## config.mk

```make
export PLATFORM = sky130hd
export DESIGN_NAME = multicycle_ctrl
export DESIGN_NICKNAME = d
export VERILOG_FILES = /design/src/rtl/multicycle_ctrl.sv
export SDC_FILE = /design/constraint.sdc
export NUM_CORES = 1
export LEC_CHECK = 0
export ABC_AREA = 1
export ABC_CLOCK_PERIOD_IN_PS = 2250
export CAP_MARGIN = 5
export CORE_MARGIN = 10
export CORE_UTILIZATION = 45
export DETAILED_ROUTE_END_ITERATION = 6
export GPL_TIMING_DRIVEN = 1
export HOLD_SLACK_MARGIN = 0.1
export PLACE_DENSITY = 0.79
export SYNTH_ARGS = -nofsm -noshare
export SYNTH_HDL_FRONTEND = slang
export SYNTH_SLANG_ARGS = --single-unit
```

## constraint.sdc

```tcl
create_clock -name clk -period 2.25 [get_ports clk]
set_clock_uncertainty 0.2 [all_clocks]
set_input_delay 0.45 -clock clk [delete_from_list [all_inputs] [get_ports clk]]
set_output_delay 0.45 -clock clk [all_outputs]
set_load 0.1 [all_outputs]
```

## src/rtl/multicycle_ctrl.sv

```systemverilog
// Multicycle sequencer for an RV32I subset (addi, lw, sw, bne): sequences one shared
// memory and one ALU across instruction phases and drives every datapath enable/mux.
module multicycle_ctrl #(
  parameter int Wid = 32
) (
  input  logic           clk,
  input  logic           rst_n,
  input  logic [Wid-1:0] instr,
  input  logic           EQ,
  input  logic           mem_ready,
  output logic           mem_req,
  output logic           Data_WE,
  output logic           AdrSrc,
  output logic           IRWrite,
  output logic           PCWrite,
  output logic           PCsrc,
  output logic           RegWrite,
  output logic           ResultSrc,
  output logic           ALUsrc,
  output logic [2:0]     ALUctrl,
  output logic [1:0]     ImmSrc,
  output logic           retire,
  output logic [Wid-1:0] instr_cnt,
  output logic           trap,
  output logic [2:0]     state_o
);

  typedef enum logic [2:0] {
    IDLE   = 3'd0,
    FETCH  = 3'd1,
    DECODE = 3'd2,
    EXEC   = 3'd3,
    MEMADR = 3'd4,
    MEMACC = 3'd5,
    WB     = 3'd6,
    TRAP   = 3'd7
  } state_t;

  localparam logic [6:0] OP_IMM    = 7'b0010011;
  localparam logic [6:0] OP_BRANCH = 7'b1100011;
  localparam logic [6:0] OP_LOAD   = 7'b0000011;
  localparam logic [6:0] OP_STORE  = 7'b0100011;

  state_t         state_q, state_d;
  logic [Wid-1:0] instr_cnt_q, instr_cnt_d;
  logic           trap_q, trap_d;

  logic [6:0] opcode;
  logic [2:0] funct3;
  logic       is_bne, is_lw, is_sw;
  logic       unused_instr;

  assign opcode       = instr[6:0];
  assign funct3       = instr[14:12];
  assign is_bne       = (opcode == OP_BRANCH);
  assign is_lw        = (opcode == OP_LOAD);
  assign is_sw        = (opcode == OP_STORE);
  assign unused_instr = ^{instr[Wid-1:15], instr[11:7]};

  always_ff @(posedge clk or negedge rst_n) begin
    if (!rst_n) begin
      state_q     <= IDLE;
      instr_cnt_q <= '0;
      trap_q      <= 1'b0;
    end else begin
      state_q     <= state_d;
      instr_cnt_q <= instr_cnt_d;
      trap_q      <= trap_d;
    end
  end

  always_comb begin
    state_d   = state_q;
    mem_req   = 1'b0;
    Data_WE   = 1'b0;
    AdrSrc    = 1'b0;
    IRWrite   = 1'b0;
    PCWrite   = 1'b0;
    PCsrc     = 1'b0;
    RegWrite  = 1'b0;
    ResultSrc = 1'b0;
    ALUsrc    = 1'b0;
    ALUctrl   = 3'b000;
    ImmSrc    = 2'b00;
    retire    = 1'b0;
    unique case (state_q)
      IDLE: state_d = FETCH;
      FETCH: begin
        mem_req = 1'b1;
        if (mem_ready) begin
          IRWrite = 1'b1;
          PCWrite = 1'b1;
          state_d = DECODE;
        end
      end
      DECODE: begin
        unique case (opcode)
          OP_IMM, OP_BRANCH: state_d = EXEC;
          OP_LOAD, OP_STORE: state_d = MEMADR;
          default:           state_d = TRAP;
        endcase
      end
      EXEC: begin
        // bne resolves here: the ALU compares rs1/rs2 while the target old_pc+imm is selected
        ALUctrl = funct3;
        if (is_bne) begin
          ImmSrc  = 2'b10;
          PCsrc   = ~EQ;
          PCWrite = ~EQ;
          retire  = 1'b1;
          state_d = FETCH;
        end else begin
          ALUsrc  = 1'b1;
          state_d = WB;
        end
      end
      MEMADR: begin
        ALUsrc  = 1'b1;
        ImmSrc  = is_sw ? 2'b01 : 2'b00;
        state_d = MEMACC;
      end
      MEMACC: begin
        mem_req = 1'b1;
        AdrSrc  = 1'b1;
        Data_WE = is_sw;
        if (mem_ready) begin
          if (is_sw) begin
            retire  = 1'b1;
            state_d = FETCH;
          end else begin
            state_d = WB;
          end
        end
      end
      WB: begin
        RegWrite  = 1'b1;
        ResultSrc = is_lw;
        retire    = 1'b1;
        state_d   = FETCH;
      end
      TRAP: state_d = TRAP;
    endcase
  end

  assign instr_cnt_d = retire ? instr_cnt_q + Wid'(1) : instr_cnt_q;
  assign trap_d      = trap_q | (state_d == TRAP);

  assign instr_cnt = instr_cnt_q;
  assign trap      = trap_q;
  assign state_o   = state_q;

endmodule

```

; Word level (Yosys, flattened, before mapping)
; Cells that the tools add are included.
[op_classes]
n_addsub = 1
n_eq_ne = 12
mux = 26
bitwise = 2
reduce_logical = 5
[ops]
columns = cell, count
row1 = "adder 32 x 1 -> 32 bit, second input constant", 1
row2 = one-hot mux 3 bit (7 select lines), 1
row3 = "== test 3 bit, second input constant", 5
row4 = 2-to-1 mux 3 bit, 5
row5 = 2-to-1 mux 1 bit, 14
row6 = OR reduction 2 bit, 4
row7 = "== test 7 x 2 -> 1 bit, second input constant", 1
row8 = "== test 7 x 5 -> 1 bit, second input constant", 1
row9 = "== test 7 x 6 -> 1 bit, second input constant", 1
row10 = "== test 7 bit, second input constant", 1
row11 = "== test 3 x 2 -> 1 bit, second input constant", 2
row12 = one-hot mux 3 bit (2 select lines), 1
row13 = one-hot mux 1 bit (2 select lines), 2
row14 = one-hot mux 2 bit (2 select lines), 1
row15 = "== test 3 x 1 -> 1 bit, second input constant", 1
row16 = zero test 3 bit, 1
row17 = one-hot mux 1 bit (3 select lines), 1
row18 = 2-to-1 mux 2 bit, 1
row19 = inverter 1 bit, 1
row20 = OR 1 bit, 1
[word_totals]
register_bits = 36
input_bits = 36
output_inout_bits = 51

; Depth between registers and ports, before layout
[logic_depth]
ltp_word = 6
depth_mapped = 10
depth_no_buf = 10

; Worst setup path after synthesis
; Ideal clock, no wire load.
[synth_timing]
path_type = register -> output
startpoint = register state_q[2], in the netlist state_o[2]
endpoint = output ImmSrc[0]
arrival_time_ns = 4.113
required_time_ns = 1.600
setup_slack_ns = -2.513
stages_incl_launch_ff = 3
path_buffers = 0
path_cell_list = dfrtp_1 > inv_1 > nor4_1
[synth_via]
elab_chain_len = 2
word_cells_on_any_way = 3
[synth_lines]
columns = element, line
row1 = start: declaration, 44  ; state_t state_q, state_d;
row2 = start signal: assignment, 66  ; state_q <= state_d;
row3 = == test 3 bit / == test 3 x 2 -> 1 bit (equally long branches), 86  ; unique case (state_q)
row4 = one-hot mux 2 bit (2 select lines) *, 86
row5 = end: declaration, 21  ; output logic [1:0] ImmSrc,
; Mark *: on every way between the ends. The rest lies on a longest branch, timed or not.

; Worst setup path in the final report
[layout_timing]
startpoint = register state_q[1], in the netlist state_o[1]
endpoint = output ALUsrc
[layout_via]
elab_chain_len = 2
word_cells_on_any_way = 3
[layout_lines]
columns = element, line
row1 = == test 3 bit / == test 3 x 2 -> 1 bit (equally long branches), 86
row2 = one-hot mux 1 bit (2 select lines) *, 86
row3 = end: declaration, 19  ; output logic ALUsrc,
; Marked as above.

==> impl_metrics.csv <==
group,metric,value,unit
run_status,status,"complete, but fails checks",
run_status,failed_checks,"setup timing",
worst_setup_path,path_delay_family,"flip-flops",
timing,worst_slew_pin_slew,0.4560,ns
place,hpwlAfterDp,6748,um
worst_setup_path,path_buf_inv,3,
timing,timing.fmax,438.8,MHz
timing,maxSlewHeadroom,0.6955,
routing,routedWlPerCell,15.43,um
floorplanning,io_pins,87,
routing,via_per_inst,5.091,
clock_tree,clock_path_buffers,2,
global_routing,grt_antenna_before_repair,0,
routing,drt_iter0_markers,183,
synth,netlist_instances,405,
cells_and_area,final_core_util,0.7554,
clock_tree,tritoncts_num_sinks,36,
synth,ys_ff_latch,36,
clock_tree,clock_latency,0.29,ns
clock_tree,h-tree-depth,2,
synth,yosysWarnings,0,
synth,synth_flop_cell,"dfrtp_1",
synth,synth_most_common_cell,"nand2_1",
clock_tree,holdBufCountCts,0,
synth,synth_edf_count,0,
floorplanning,fp.dieH,94.74,um
worst_setup_path,rr_endpoint,"instr_cnt[10]",
worst_setup_path,ff2ff_path_depth,11,
synth,ys_types,19,
timing,fin_crit_sh,1.013,
pwr,switching_share,0.5429,
cells_and_area,layout-drive-gt1-share,0.2806,
worst_setup_path,cp_data_arrival_time,1.63,ns
clock_tree,cts_buffers,5,
synth,yosysSeqAreaShare,0.3584,
timing,rsz0062_at_grt,"yes",
pwr,clkPwrFrac,0.117,
timing,finalHoldViolCount,0,
synth,synth_top_area_frac,0.3584,
pwr,p_leak,0.001933,uW
worst_setup_path,r2r_setup_slack,0.13,ns
clock_tree,path_clk_slew,0.07,ns
timing,min_period,2.279,ns
pwr,p_total,3915,uW
synth,avgSynthCellArea,6.207,um2
floorplanning,core,0.005473,mm2
synth,yosysTopAreaCell,"dfrtp_1",
worst_hold_path,hold_path_end,"trap",
worst_setup_path,critPathCaptureType,"primary output",
routing,via_count,2907,
pwr,power_density,947.1,mW/mm2
place,portBuffers,64,
global_routing,grtUsageTotal,0.1985,
synth,syn_nets,442,
floorplanning,initial_utilization,0.4593,
worst_setup_path,r2r-start,"state_o[0]",
cells_and_area,n_antenna_cell,0,
worst_hold_path,holdCritStartpoint,"trap",
timing,tns,-0.02892,ns
floorplanning,die_w,94.74,um
worst_setup_path,worstPathRequired,1.60,ns
synth,synth.cell_area,0.002514,mm2
floorplanning,dieArea,0.008976,mm2
worst_setup_path,worstSetupStartpointType,"flop",
routing,firstDrtPassIters,4,
synth,async_flop_share,1.000,
global_routing,grt-ovfl-total,0,
pwr,seq_power_share,0.225,
pwr,power.switching,2125,uW
cells_and_area,areaGrowthSynthToFinish,64.46,%
worst_hold_path,hp-class,"flop to flop",
global_routing,grt_pass1_vias,2955,
global_routing,grt_pass1_wl,14260,um
worst_setup_path,path_cells,"buf_4 > nor3_1 > a21oi_4 > clkinvlp_4 > buf_12",
synth,synth_common_cells,"nand2_1 (195), nor2_1 (69), dfrtp_1 (36)",
worst_setup_path,worst_path_max_delay_cell,"dfrtp_4",
pwr,vdd_ir_drop_max,0.001117,V
place,gp_congestion,0.9166,
clock_tree,cts_root_buffer,"clkbuf_8",
routing,ant_nets,0,
routing,remaining_drc_errors,0,
worst_hold_path,hold-path-cell-count,2,
pwr,p_int,1790,uW
pwr,p_comb_frac,0.658,
run,timing.max_cap.violations,0,
synth,synth_area_leaders,"dfrtp_1 (36%), nand2_1 (29%), nor2_1 (10%)",
floorplanning,core.rowCount,27,
clock_tree,cts_tree,"built",
routing,finalWirelength,8809,um
worst_setup_path,max_stage_delay,0.48,ns
timing,setup_slack,-0.02892,ns
global_routing,grt_max_degree,28,
timing,timing.final.max_slew_violations,0,
timing,setup_viol,1,
worst_setup_path,path_class,"flop to primary output",
worst_setup_path,cp_max_fo,7,
cells_and_area,fin_nets,535,
## worst max path at each step
stage	from	end	slack (ns)	depth (start not counted)
2_1_floorplan	instr[3]	ImmSrc[0]	-0.24	5
3_3_place_gp	instr[1]	retire	-0.26	8
3_5_place_dp	instr[1]	retire	-0.29	8
4_1_cts	state_o[2]	PCWrite	-0.02	4
5_1_grt	state_o[2]	PCWrite	-0.08	4
6_report	state_o[1]	ALUsrc	-0.03	5
## cells by family (layout without fill, tap and decap cells)
| family | after synthesis | in the layout | synth area share |
|---|---|---|---|
| AND/OR/NAND/NOR | 302 | 302 | 0.4968 |
| flip-flops | 36 | 36 | 0.3584 |
| XOR/XNOR | 11 | 11 | 0.03833 |
| AO/OA/AOI/OAI | 13 | 13 | 0.02588 |
| buffers and inverters | 42 | 136 | 0.07566 |
| adder cells (fa/ha/maj) | 1 | 1 | 0.004977 |
## worst min-delay path, delay by kind of cell (launching register included)
family	cells	cell delay (ns)
flops	1	0.35
simple gates	1	0.06
buf+inv	1	0.05
## state kept, by name, indices dropped and copies added, names as in the netlist
name and count:
trap 1, state_o 3, instr_cnt 32
## power by group through the flow
stage | logic [uW] | registers, uW | clock network, uW
global route | 2680 | 890 | 484
detailed placement | 2290 | 968 | 0
finish | 2580 | 882 | 457
CTS | 2530 | 875 | 456
floorplan | 1030 | 1470 | 0
global placement | 2250 | 960 | 0
## timing repair
item	4_1_cts	5_1_grt
gates cloned	0	0
buffers inserted	9	5
pin swaps	8	8
setup endpoints to repair	11	8
resized for setup	17	19
## metal layers
layer  part of all wire  global-route usage  up-vias
met5                  0                   0        -
met4              0.033             0.08603        0
met3              0.072             0.04679       24
met2               0.50              0.3467      112
met1               0.40              0.2259     1357
li1                   -                   -     1414
## through the flow
step / area (um2) / std cells / hold WS [ns] / worst slack [ns]
after floorplan: 2696 / 405 / -0.04559 / -0.2371
final: 4134 / 571 / 0.2903 / -0.02892
after CTS: 4103 / 566 / 0.2961 / -0.01950
after global placement: 3904 / 549 / 0.2617 / -0.2553
after detailed placement: 3904 / 549 / 0.2727 / -0.2946
after global routing: 4134 / 571 / 0.3169 / -0.07609
## cell usage in the layout, fill, tap and decap left out, types with 3 or more instances in the layout
cell and n:
nand2_1 191, nor2_1 59, buf_12 46, buf_4 32
dfrtp_1 29, inv_1 23, nand3b_1 18, nor2_4 11
xor2_1 11, o21ai_0 9, inv_2 8, clkbuf_2 7
nand3_1 6, clkdlybuf4s50_1 6, clkbuf_8 5, nand2_4 4
dfrtp_2 4, nand3_4 3, clkinvlp_4 3, nand2_2 3
dfrtp_4 3
## cell type report
type	count	area (um2)
clock buffer	7	76.32
clock inverter	1	5.005
fill	404	1339
inverter	36	153.9
multi-input combinational	327	1624
sequential	36	917.1
tap	72	90.09
timing repair buffer	92	1267
(Power assumes the default switching activity.)
